## src/rtl/countdown_timer_60_pkg.sv

```systemverilog
// Shared timer definitions: FSM state encodings, digit widths, default digit limits and clamp helpers.
// Used by countdown_timer_60 (optional AUTO_RELOAD_EN build) and its sibling up-timer.
package countdown_timer_60_pkg;

    localparam int LOW_W        = 4;
    localparam int HIGH_W       = 3;
    localparam int LOW_MAX_DEF  = 9;
    localparam int HIGH_MAX_DEF = 5;

    typedef enum logic [1:0] {
        ST_IDLE  = 2'd0,
        ST_RUN   = 2'd1,
        ST_PAUSE = 2'd2,
        ST_DONE  = 2'd3
    } timer_state_t;

    function automatic logic [LOW_W-1:0] clamp_low(input logic [LOW_W-1:0] v,
                                                    input logic [LOW_W-1:0] m);
        return (v > m) ? m : v;
    endfunction

    function automatic logic [HIGH_W-1:0] clamp_high(input logic [HIGH_W-1:0] v,
                                                      input logic [HIGH_W-1:0] m);
        return (v > m) ? m : v;
    endfunction

endpackage

```

## src/rtl/countdown_timer_60_bcd_digit_down.sv

```systemverilog
// One loadable down-counting BCD digit; wraps 0 -> MAX on a decrement and flags the borrow.
module bcd_digit_down #(
    parameter int           W   = 4,
    parameter logic [W-1:0] MAX = W'(9)
) (
    input  logic         clk,
    input  logic         reset,
    input  logic         i_dec,
    input  logic         i_load,
    input  logic [W-1:0] i_load_val,
    output logic [W-1:0] o_value,
    output logic         o_borrow
);

    logic [W-1:0] r_value;

    always_ff @(posedge clk) begin
        if (reset) begin
            r_value <= '0;
        end else if (i_load) begin
            r_value <= i_load_val;
        end else if (i_dec) begin
            r_value <= (r_value == '0) ? MAX : (r_value - W'(1));
        end
    end

    assign o_value  = r_value;
    assign o_borrow = i_dec && (r_value == '0);

endmodule

```

## src/rtl/countdown_timer_60.sv

```systemverilog
// Loadable mod-60 BCD countdown timer with run/pause control and a one-cycle done pulse at 00.
// Define AUTO_RELOAD_EN to keep running after expiry and reload the stored preset on the next tick.
module countdown_timer_60
    import countdown_timer_60_pkg::*;
#(
    parameter int LOW_MAX  = LOW_MAX_DEF,
    parameter int HIGH_MAX = HIGH_MAX_DEF
) (
    input  logic              clk,
    input  logic              reset,
    input  logic              enable,
    input  logic              load,
    input  logic [LOW_W-1:0]  preset_low,
    input  logic [HIGH_W-1:0] preset_high,
    input  logic              start,
    input  logic              pause,
    output logic [LOW_W-1:0]  low_digit,
    output logic [HIGH_W-1:0] high_digit,
    output logic              running,
    output logic              done,
    output logic [1:0]        dbg_state
);

    localparam logic [LOW_W-1:0]  LOW_MAX_V  = LOW_W'(LOW_MAX);
    localparam logic [HIGH_W-1:0] HIGH_MAX_V = HIGH_W'(HIGH_MAX);

    timer_state_t      r_state;
    logic [LOW_W-1:0]  r_preset_low;
    logic [HIGH_W-1:0] r_preset_high;
    logic              r_running;
    logic              r_done;

    logic [LOW_W-1:0]  w_low;
    logic [HIGH_W-1:0] w_high;
    logic [LOW_W-1:0]  w_clamp_low;
    logic [HIGH_W-1:0] w_clamp_high;
    logic [LOW_W-1:0]  w_load_low;
    logic [HIGH_W-1:0] w_load_high;
    logic              w_zero;
    logic              w_expire;
    logic              w_preset_zero;
    logic              w_load_ok;
    logic              w_tick;
    logic              w_dec_low;
    logic              w_low_borrow;
    logic              w_high_borrow;
    logic              w_reload;
    logic              w_digit_load;

    assign w_clamp_low   = clamp_low(preset_low, LOW_MAX_V);
    assign w_clamp_high  = clamp_high(preset_high, HIGH_MAX_V);
    assign w_zero        = (w_low == '0) && (w_high == '0);
    assign w_expire      = (w_low == LOW_W'(1)) && (w_high == '0);
    assign w_preset_zero = (r_preset_low == '0) && (r_preset_high == '0);

    // A tick only counts in RUN and when the same cycle is not also pausing.
    assign w_load_ok = load && (r_state != ST_RUN);
    assign w_tick    = (r_state == ST_RUN) && enable && !pause;
    assign w_dec_low = w_tick && !w_zero;

`ifdef AUTO_RELOAD_EN
    assign w_reload = w_tick && w_zero && !w_preset_zero;
`else
    assign w_reload = 1'b0;
`endif

    assign w_digit_load = w_load_ok || w_reload;
    assign w_load_low   = w_load_ok ? w_clamp_low  : r_preset_low;
    assign w_load_high  = w_load_ok ? w_clamp_high : r_preset_high;

    bcd_digit_down #(.W(LOW_W), .MAX(LOW_MAX_V)) u_low (
        .clk        (clk),
        .reset      (reset),
        .i_dec      (w_dec_low),
        .i_load     (w_digit_load),
        .i_load_val (w_load_low),
        .o_value    (w_low),
        .o_borrow   (w_low_borrow)
    );

    bcd_digit_down #(.W(HIGH_W), .MAX(HIGH_MAX_V)) u_high (
        .clk        (clk),
        .reset      (reset),
        .i_dec      (w_low_borrow),
        .i_load     (w_digit_load),
        .i_load_val (w_load_high),
        .o_value    (w_high),
        .o_borrow   (w_high_borrow)
    );

    always_ff @(posedge clk) begin
        if (reset) begin
            r_state       <= ST_IDLE;
            r_running     <= 1'b0;
            r_done        <= 1'b0;
            r_preset_low  <= '0;
            r_preset_high <= '0;
        end else begin
            r_done <= 1'b0;
            case (r_state)
                ST_IDLE, ST_PAUSE: begin
                    if (load) begin
                        r_preset_low  <= w_clamp_low;
                        r_preset_high <= w_clamp_high;
                        r_state       <= ST_IDLE;
                        r_running     <= 1'b0;
                    end else if (start && !pause && !w_zero) begin
                        r_state   <= ST_RUN;
                        r_running <= 1'b1;
                    end
                end
                ST_RUN: begin
                    if (pause) begin
                        r_state   <= ST_PAUSE;
                        r_running <= 1'b0;
                    end else if (enable) begin
                        if (w_expire) begin
                            r_done <= 1'b1;
`ifndef AUTO_RELOAD_EN
                            r_state   <= ST_DONE;
                            r_running <= 1'b0;
`endif
                        end else if (w_zero && !w_reload) begin
                            r_state   <= ST_DONE;
                            r_running <= 1'b0;
                        end
                    end
                end
                ST_DONE: begin
                    if (load) begin
                        r_preset_low  <= w_clamp_low;
                        r_preset_high <= w_clamp_high;
                        r_state       <= ST_IDLE;
                    end
                end
                default: begin
                    r_state   <= ST_IDLE;
                    r_running <= 1'b0;
                end
            endcase
        end
    end

    assign low_digit  = w_low;
    assign high_digit = w_high;
    assign running    = r_running;
    assign done       = r_done;
    assign dbg_state  = r_state;

    logic w_unused;
    assign w_unused = w_high_borrow;

endmodule

```

## config.mk

```make
export PLATFORM = sky130hd
export DESIGN_NAME = countdown_timer_60
export DESIGN_NICKNAME = d
export VERILOG_FILES = /design/src/rtl/countdown_timer_60_pkg.sv /design/src/rtl/countdown_timer_60_bcd_digit_down.sv /design/src/rtl/countdown_timer_60.sv
export SDC_FILE = /design/constraint.sdc
export NUM_CORES = 1
export LEC_CHECK = 0
export ABC_AREA = 0
export BUFFER_PORTS_ARGS = -buffer_cell sky130_fd_sc_hd__clkbuf_2
export CAP_MARGIN = 20
export CORE_UTILIZATION = 56
export CTS_CLUSTER_SIZE = 10
export DETAILED_ROUTE_END_ITERATION = 8
export PLACE_DENSITY = 0.83
export SYNTH_ARGS = -nofsm -noshare
export SYNTH_HDL_FRONTEND = slang
export SYNTH_HIERARCHICAL = 1
export SYNTH_SLANG_ARGS = --single-unit
```

## constraint.sdc

```tcl
create_clock -name clk -period 5.8 [get_ports clk]
set_input_delay 1.16 -clock clk [delete_from_list [all_inputs] [get_ports clk]]
set_output_delay 1.16 -clock clk [all_outputs]
set_load 0.01 [all_outputs]
```

==> results of run 1 <==
stage by stage:
stage               power, mW  hold slack [ns]  worst slack, ns  std cells  area, sq um
finish                  0.251            0.504             3.08        154         1120
global placement        0.191            0.480             2.95        151         1100
CTS                     0.253            0.502             3.10        154         1120
floorplan               0.176            0.469             3.16        115          982
global route            0.267            0.534             2.93        154         1120
detailed placement      0.193            0.488             2.80        151         1100
layout make-up:
cell class                 instances  area (sq um)  share of cell area (%)
tap                               16          20.0                    1.79
timing repair buffer              23           115                    10.3
clock buffer                       3          22.5                    2.01
multi-input combinational         87           576                    51.4
inverter                           7          26.3                    2.35
sequential                        18           360                    32.2
worst reg2reg max path: cells and delay by family, from the launching register on:
family,cells,cell delay [ns]
AND/OR/NAND/NOR,5,1.21
AO/OA/AOI/OAI,3,0.70
flip-flops,1,0.43
state kept, by name, indices dropped and copies added (netlist names):
| name | flops |
|---|---|
| done | 1 |
| u_low/o_value | 4 |
| dbg_state | 2 |
| running | 1 |
| r_preset_low | 4 |
| u_high/o_value | 3 |
| r_preset_high | 3 |
where the power goes:
part	internal (mW)	total (mW)	switching (mW)	leakage, nW
Clock	0.0241	0.0613	0.0371	0.0138
Combinational	0.0215	0.0506	0.0290	0.296
Sequential	0.131	0.139	0.00850	0.148
worst paths after layout:
| path | startpoint | to | slack, ns | depth (start not counted) |
|---|---|---|---|---|
| setup / recovery | pause | u_high/o_value[2] | 3.08 | 9 |
| hold / removal | r_preset_high[2] | r_preset_high[2] | 0.50 | 2 |
| setup reg to reg | dbg_state[0] | u_high/o_value[2] | 3.40 | 8 |
| hold reg to reg | r_preset_high[2] | r_preset_high[2] | 0.50 | 2 |
metal layers:
layer  vias to the layer above  part of all wire (%)
li1                        469                     -
met1                       423                    45
met3                         2                   3.5
met2                        24                    51
met4                         0                  0.49
met5                         -                     0
==> impl_summary.md, run 1 <==
Outcome
The flow ran to the end, and the final reports show no timing, DRC or antenna violations.

Die
The die extent in x is 43.9 um. The starting density of the core is 62.3%. The floorplan has 14 rows. During I/O placement, the number of pins put on the boundary was 24. From bottom edge to top edge, the die measures 43.9 um. The standard cell core area is 0.00158 sq mm. The die covers approximately 0.0019 sq mm.

Clock tree
The root buffer selected by CTS is sky130_fd_sc_hd__clkbuf_4. In this run the number of H-tree levels came out at 1. Hold repair after CTS inserted 0 buffers. The clock transition at the register clock pins on the worst setup and hold paths after CTS is 0.10 ns. The number of buffers created by CTS is 3. The worst-skew pair later-pin latency is 0.29 ns.

The CTS sink count is 18. The number of instances resized during post-cts repair is 0. The number of setup buffers added after CTS is 0. The clock passes through at most 2 buffers. TritonCTS built the clock tree.

Route
The first detailed-routing pass ran for 6 iterations. The per-cell via count in the routed design is 5.96. The number of DRC markers in iteration 0 is 18. The aggregate routed wire length is 2.04 mm. Dividing the detail-routed wire length by the instance count gives 13.2 um.

For this block, the via count after detailed routing is 918. The post-route antenna net violation count is 0. For this run, design rule violations remaining after detail routing come to 0.

Final layout
The final net count is 154. The fraction of layout instances using a drive strength above 1 is between 20% and 30%. The final-layout fill cell count is around 140. The most common cell after layout, fill and taps aside is sky130_fd_sc_hd__clkbuf_2. The final antenna diode count is 0. Relative to the synthesized area, the layout overhead comes to 14.0%.

Cells fill 71.0% of the core in the end. In the layout the commonest cells are sky130_fd_sc_hd__clkbuf_2 (23), sky130_fd_sc_hd__dfxtp_1 (18), sky130_fd_sc_hd__a21oi_1 (15).

Global routing
Global routing used roughly two fifths of the available met2 tracks. In the global route stage, overall resource usage came out at 24.2%. The maximum number of pins on one net before global-route repair is 21. met2 is the most crowded layer.

The first-pass GRT wire length is 3.49 mm. The total grt overflow is 0. The number of antenna violations at the first check in global routing is 0. The met3 layer usage reported by global route is 2.92%. The met1 capacity usage during global routing is 30.0%. The number of global-route vias before repair was 853.

Setup path
The required time of the critical path is 6.02 ns. For this design, the slowest cell found on the critical path is sky130_fd_sc_hd__nor2b_1. The kind of cell with the highest combined delay on the critical path is simple AND/OR/NAND/NOR gates. The setup path with the least slack is of type primary input to register. By instance count, the cell type seen most on the critical path is sky130_fd_sc_hd__a21oi_1. The biggest cell delay along the critical path is 0.40 ns. The arrival time of data at the critical path endpoint is 2.94 ns. The number of buffers and inverters on the critical path is 2.

The worst setup path is captured at a register. In this run the worst path has a maximum fanout of 6. Walking the worst path, the cells encountered are clkbuf_2 > inv_1 > nand3_1 > a21oi_1 > nor4b_4 > nor2b_1 > nor2_1 > a211o_2 > a21oi_1. The critical path startpoint category is a primary input.

Placed design
Buffers placed on the I/O ports in this run total 23. Routability-driven placement finished with a final weighted congestion of roughly 0.73. Detailed placement ended at an HPWL of 1.51 mm.

Timing
Measured against its own limit, the worst slew margin works out to 39.6%. The setup TNS is 0 ns. The minimum clock period is approximately 2.7 ns. The clock arrives with 0.00592 ns of skew. At the pin with the least slew margin, the transition time is 0.903 ns. The number of pins exceeding their max-slew limit in the final report was 0. The final hold violation count was 0.

Setup repair after global routing left no endpoint under its margin. The highest achievable clock rate is ~370 MHz. Setup violations remaining at the end of the flow were counted as 0. The ratio of final minimum period to clock period is between 40% and 50%.

Pwr
VDD sags by at most 0.144 mV. The static leakage is roughly 0.46 nW. For this design the ratio of total power to cell area is 224 mW/mm^2.

Logic synthesis
A synthesized cell averages between 8 and 9 sq um. Summing every instance area after synthesis gives a little under 0.001 sq mm. For this run, the number of Yosys warnings is 6. After technology mapping, the gate count stands at 115.

Counting every net in the synthesized netlist gives between 100 and 150.

Hold path
The worst hold path belongs to the class register to register.

Job
Max-cap violations in this run came to 0.
No activity file was read; power rests on OpenSTA's default activity.
==> run 2, diff against run 1 <==
ABC_AREA = 1   (was 0)
CORE_UTILIZATION = 48   (was 56)
PLACE_DENSITY = 0.75   (was 0.83)
clock period = 2.3 ns   (was 5.8 ns; I/O delays follow)
==> run 2 against run 1 <==
Against the previous run:
- clock power grew to 3.1 times the previous value
- sequential cell count stayed put
- final cell count is 46% higher
- setup slack worse by 2.5 ns
- global-route usage is 3.9 points lower
- critical path depth is 2 higher
- critical path type is now register to register
- highest routed layer unchanged
==> impl_summary.md, run 2 <==
Job
The number of maximum-capacitance constraint violations is 0.

Route
The number of DRC markers in iteration 0 is 18. The count of nets left with antenna violations once routing finished came out at 0. The iteration count of the initial detailed-routing pass is 4.

The routed layout has ~1100 vias. In the routed design, unresolved DRC markers number 0. Dividing the detail-routed via count by the number of cells gives 4.92. The wire length per cell is 9.83 um.

For this block, the routed nets add up to 2.21 mm of wire.

Timing
At the pin with the least slew margin, the transition time is 0.501 ns. Setup violations remaining at the end of the flow were counted as 0. The highest achievable clock rate is just under 600 MHz. Counting I/O delays and the setup requirement, the final critical path takes about 1.7 ns.

The ratio of final minimum period to clock period is 74.8%. Setup repair after global routing left no endpoint under its margin. The clock arrives with about 0.0013 ns of skew. The number of pins exceeding their max-slew limit in the final report is 0. Across all hold checks on the routed design, the worst slack comes to 0.437 ns. The final hold violation count came to 0. The remaining max-slew budget at the tightest pin is 66.6%.

Summed over all failing endpoints, the final setup total negative slack is 0 ns.

Clock tree
The clock passes through at most 2 buffers. Clock tree synthesis selected as its root buffer the cell sky130_fd_sc_hd__clkbuf_4. Buffers inserted during clock tree synthesis total 3. In this run the number of H-tree levels came out at 1. The tree built by TritonCTS fans out to 18 sinks. The worst-skew pair later-pin latency is 0.28 ns. Once the clock tree was built, the setup fixing pass inserted 0 buffers.

After clock tree synthesis, the repair step resized 0 gates. The total of hold buffers inserted after clock tree synthesis is 0. The clock transition at the register clock pins on the worst setup and hold paths after CTS is 0.10 ns. The TritonCTS clock tree is built.

Global routing
The number of global-route vias before repair is 982. The total grt overflow is 0. Global routing used 20.4% of the available tracks.

The first-pass GRT wire length is approximately 4.0 mm. The number of antenna violations at the first check in global routing came to 0. The maximum number of pins on one net before global-route repair is 16.

Pwr
The total chip power is 0.838 mW. For this design the static power due to leakage is 0.659 nW. The peak ir drop on the vdd network is about 0.32 mV. The power density over the cells is about 680 mW/mm^2.

Logic synthesis
A synthesized cell averages 6.18 sq um. For this run, the number of Yosys warnings is 6. Synthesis handed over a netlist of 172 instances. The cell area after synthesis is 0.00106 sq mm.

The net count of the mapped netlist is 186.

Die
For this configuration, the core starts out at a cell density of 52.6%. The vertical die dimension is 49.1 um. 24 I/O pins were placed.

The area of the die is 0.00241 sq mm. The die extent in x is 49.1 um. The initialized floorplan defines 16 standard-cell rows. The core region is approximately 0.0020 sq mm.

Placed design
After detailed placement, the total cell area comes to roughly 0.0012 sq mm. The number of input and output port buffers inserted is 23. The post-detailed-placement half-perimeter wirelength is 1.75 mm. After detailed placement, the design holds a cell count of 221. The placer congestion estimate is 0.873.

Final layout
In the layout the commonest cells are sky130_fd_sc_hd__nand2_1 (50), sky130_fd_sc_hd__inv_1 (26), sky130_fd_sc_hd__nor2_1 (24). The final antenna diode count is 0. The post-layout instance count excluding filler cells is 225.

The library cell used most frequently in the layout, excluding fill and tap cells, is sky130_fd_sc_hd__nand2_1. Once layout is done, the placed cells without fillers occupy 0.00124 sq mm. The fraction of layout instances using a drive strength above 1 is a little over a fifth. Compared with the post-synthesis result, the final layout area differs by 16.4%.

The final net count is 213.

Setup path
The worst setup path is launched from a register. The biggest cell delay along the critical path is roughly 0.47 ns. For the worst setup path, the data arrival time is just under 2 ns. The critical path goes through nor2_1 > nand2_1 > inv_1 > nand2_1 > and3_2 > inv_1 > nor2_1 > nor2_2 > nor2_1 > nand2_1 > a21oi_1. STA classifies the critical path endpoint as a register. The required time of the critical path is 2.52 ns. The worst setup path is of the register to register kind. On the critical path, the stage with the largest delay is an instance of sky130_fd_sc_hd__dfxtp_1. In this run the worst path has a maximum fanout of 6.

Outcome
The run finished with clean final reports.

Hold path
The worst hold path belongs to the class primary input to register.
-- run 2: power by group --
group | leakage (nW) | internal, mW | switching (mW)
clock network | 0.0210 | 0.0962 | 0.0946
registers | 0.148 | 0.344 | 0.0327
logic | 0.491 | 0.102 | 0.169
total | 0.659 | 0.541 | 0.297
-- run 2: cell type report --
type                            instances  area [sq um]
Multi-Input combinational cell        123           576
Clock buffer                            4          36.3
Timing Repair Buffer                   24           123
Sequential cell                        18           360
Tap cell                               27          33.8
Inverter                               29           109
Fill cell                             211           785
-- run 2: path summary, 6_finish.rpt --
kind	startpoint	end	slack [ns]	cells after the start
worst max-delay path	u_low/o_value[0]	u_high/o_value[1]	0.58	11
worst min-delay path	enable	done	0.44	3
worst max register to register	u_low/o_value[0]	u_high/o_value[1]	0.58	11
worst min register to register	r_preset_high[2]	r_preset_high[2]	0.47	2
-- run 2: critical path, delay by kind of cell (launching register included) --
kind | cells | cell delay, ns
simple gates | 8 | 0.97
buf+inv | 2 | 0.11
compound gates | 1 | 0.12
flops | 1 | 0.47
-- run 2: metrics by stage --
| step | setup slack (ns) | util [%] |
|---|---|---|
| after floorplan | 0.791 | - |
| after global placement | 0.665 | 59.4 |
| after detailed placement | 0.614 | 59.4 |
| after CTS | 0.592 | 61.2 |
| after global routing | 0.331 | 61.2 |
| final | 0.580 | 61.2 |
-- run 2: metal layers --
metal | share of wire [%] | wire length (um) | up-vias | GRT usage [%]
li1 | - | - | 586 | -
met1 | 49 | 1080 | 497 | 25.8
met4 | 1.0 | 23 | 0 | 5.88
met5 | 0 | 0 | - | 0
met3 | 2.9 | 64 | 4 | 2.80
met2 | 47 | 1050 | 20 | 35.4
==> run 3, diff against run 2 <==
CORE_UTILIZATION = 53   (was 48)
PLACE_DENSITY = 0.78   (was 0.75)
clock period = 1.8 ns   (was 2.3 ns; I/O delays follow)
==> run 3 against run 2 <==
Against the previous run:
- first-iteration DRC count rose by 33%
- sequential power rose by 27%
- setup slack got worse by 0.38 ns
- wire length rose by 6.4%
- cell area rose by 1.8%
- critical endpoint is now u_low/o_value[1]
==> impl_summary.md, run 3 (synthesized netlist as in run 2, its figures left out) <==
Pwr
Power spread over the standard cell area amounts to between 800 and 900 mW/mm^2. The static leakage is 0.674 nW. The part of the total power dissipated in sequential elements is 43.2%. The share of power burned in combinational logic is 33.5%.

Cell internal power was estimated by the tool at 0.704 mW. The peak ir drop on the vdd network is 0.560 mV. In this run the power spent charging and discharging nets is ~0.4 mW. The fraction of power spent switching nets is 36.2%. The clock group share of total power is a little under a quarter.

Timing
The final hold violation count is 0. The pin slew with the least headroom to its limit is 0.280 ns. The setup TNS is 0 ns. The least setup slack across all paths after layout is around 0.20 ns. Setup repair after global routing left no endpoint under its margin. The worst clock skew is just over 0.005 ns. The number of pins exceeding their max-slew limit in the final report came to 0. The minimum clock period is 1.60 ns.

The total setup violations reported at the end of the flow is 0. The worst pin sits at a relative slew slack of 81.4%. The ratio of final minimum period to clock period is 88.8%. Derived from the worst setup path, the maximum achievable clock frequency is 626 MHz.

Clock tree
The CTS sink count is 18. In this run the number of H-tree levels came out at 1. The total of hold buffers inserted after clock tree synthesis is 0. The tree is rooted in a sky130_fd_sc_hd__clkbuf_4. Clock-pin slew was measured on the worst setup and hold paths at 0.11 ns. Once the clock tree was built, the setup fixing pass inserted 0 buffers. The TritonCTS clock tree is built.

The number of buffers created by CTS is 3. The number of instances resized during post-cts repair is 0. The buffer depth of the longest clock path is 2.

The worst-skew pair later-pin latency is 0.30 ns.

Setup path
On the critical path, the stage with the largest delay is an instance of sky130_fd_sc_hd__dfxtp_1. The launching point of the worst reg2reg path is dbg_state[0]. The worst flop-to-flop path endpoint is u_low/o_value[1]. The worst register-to-register path has a depth of 11.

The most critical setup path has its endpoint at u_low/o_value[1]. The arrival time of data at the critical path endpoint is 1.85 ns. The critical path class is register to register. The critical path startpoint category is a register. In this run the worst path has a maximum fanout of 9. The required time of the critical path is 2.06 ns. The cell repeated most along the worst path is sky130_fd_sc_hd__nand2_1. The total number of cells along the worst setup path is 11. The type of element capturing the critical path is a register. The signal on the critical path passes through nand2_2 > nand2_1 > inv_1 > buf_4 > nor2_2 > inv_2 > nand2_1 > nand2_1 > o211ai_2 > nand2_1 > inv_1. Counting both buffers and inverters, the worst setup path holds a total of 4. The kind of cell with the highest combined delay on the critical path is simple AND/OR/NAND/NOR gates.

The biggest cell delay along the critical path is 0.44 ns. The register-to-register setup slack is 0.20 ns. The worst setup path startpoint is dbg_state[0].

Route
The post-route antenna net violation count is 0. For this run, the detailed router's first-pass iteration total came to 4. Summing over every cut layer, the via total after detailed routing is 1146. The number of DRC markers in iteration 0 is 24.

The post-detailed-route DRC marker count is 0. The wire length per cell is 10.4 um. After detailed routing, the number of vias per cell comes to 5.07. For this block, the routed nets add up to 2.35 mm of wire.

Hold path
The path class of the tightest hold or removal check is primary input to register. The worst hold path begins at enable.

Final layout
Once layout is complete, the utilization of the core stands at a little over two thirds. The post-layout instance count excluding filler cells is 226. The library cell used most frequently in the layout, excluding fill and tap cells, is sky130_fd_sc_hd__nand2_1.

The filler cells instantiated in the layout total 184. The area taken by flip-flops and latches is 360 sq um. In the final layout, the share of cells above drive strength 1 is a little under a quarter.

In the layout the commonest cells are sky130_fd_sc_hd__nand2_1 (50), sky130_fd_sc_hd__inv_1 (26), sky130_fd_sc_hd__nor2_1 (23), sky130_fd_sc_hd__clkbuf_2 (23), sky130_fd_sc_hd__dfxtp_1 (18). The number of antenna diodes in the final layout is 0. After routing the design area is 0.00126 sq mm. The final net count is 216. From synthesis to final layout, the design area changed by 18.5%. The area of combinational cells with multiple inputs is 578 sq um.

Placed design
Routability-driven placement finished with a final weighted congestion of around 0.83. The placed instances occupy a cell area of 0.00122 sq mm. The post-detailed-placement half-perimeter wirelength is 1.80 mm. Port buffering added 23 buffers.

In this run, placement finished with an instance count of 222. Timing analysis after detailed placement gives a worst setup slack of approximately 0.18 ns.

Global routing
The all-layer global routing usage is 22.9%. The first-pass GRT wire length is between 3 and 4 mm. The maximum number of pins on one net before global-route repair is 15.

The total grt overflow is 0. The number of global-route vias before repair came to about 940. The number of antenna violations at the first check in global routing is 0.

Die
The total number of placement rows is 15. The floorplan step defined a die boundary enclosing approximately 0.0022 sq mm. The starting density of the core is 59.0%. The standard cell core area is 0.00180 sq mm. From left edge to right edge, the die measures 46.8 um. The number of primary I/O pins is 24.

From bottom edge to top edge, the die measures 46.8 um.

Outcome
The run finished with clean final reports.

Job
The number of maximum-capacitance constraint violations is 0.
## run 3: cell count changes in the layout (fill, tap and decap cells not counted), sizes merged
cell,previous run,this run
buf,1,4
## run 3: cell type report
class / instances / share of cell area [%]
Sequential cell: 18 / 28.6
Inverter: 29 / 8.64
Tap cell: 25 / 2.48
Clock buffer: 4 / 2.88
Multi-Input combinational cell: 123 / 45.9
Timing Repair Buffer: 27 / 11.5
## run 3: worst min-delay path by stage
stage,endpoint,slack (ns),cells past startpoint
6_report,done,0.31,3
5_1_grt,done,0.31,3
4_1_cts,done,0.30,3
3_5_place_dp,r_preset_high[2],0.47,2
3_3_place_gp,r_preset_high[2],0.45,2
2_1_floorplan,u_high/o_value[1],0.43,1
## run 3: routing by layer
layer  up-vias  wire, um  track usage (%)
li1        592         -                -
met1       515      1080             27.3
met2        32      1120             38.6
met3         7        97             3.08
met4         0        57             14.3
met5         -         0                0
## run 3: power groups by stage
stage          sequential [mW]  combinational [mW]  clock (mW)
2_1_floorplan            0.495               0.242           0
3_3_place_gp             0.482               0.354           0
3_5_place_dp             0.486               0.364           0
4_1_cts                  0.477               0.367       0.260
5_1_grt                  0.483               0.418       0.276
6_report                 0.477               0.370       0.257
## run 3: metrics by stage
| step | hold slack, ns | power, mW |
|---|---|---|
| after CTS | 0.301 | 1.10 |
| after floorplan | 0.429 | 0.737 |
| after detailed placement | 0.466 | 0.850 |
| after global placement | 0.453 | 0.836 |
| final | 0.305 | 1.10 |
| after global routing | 0.314 | 1.18 |
## run 3: tightest hold or removal path: cells and delay by family
kind	cells	cell delay, ns
buffers and inverters	1	0.10
AND/OR/NAND/NOR	2	0.11
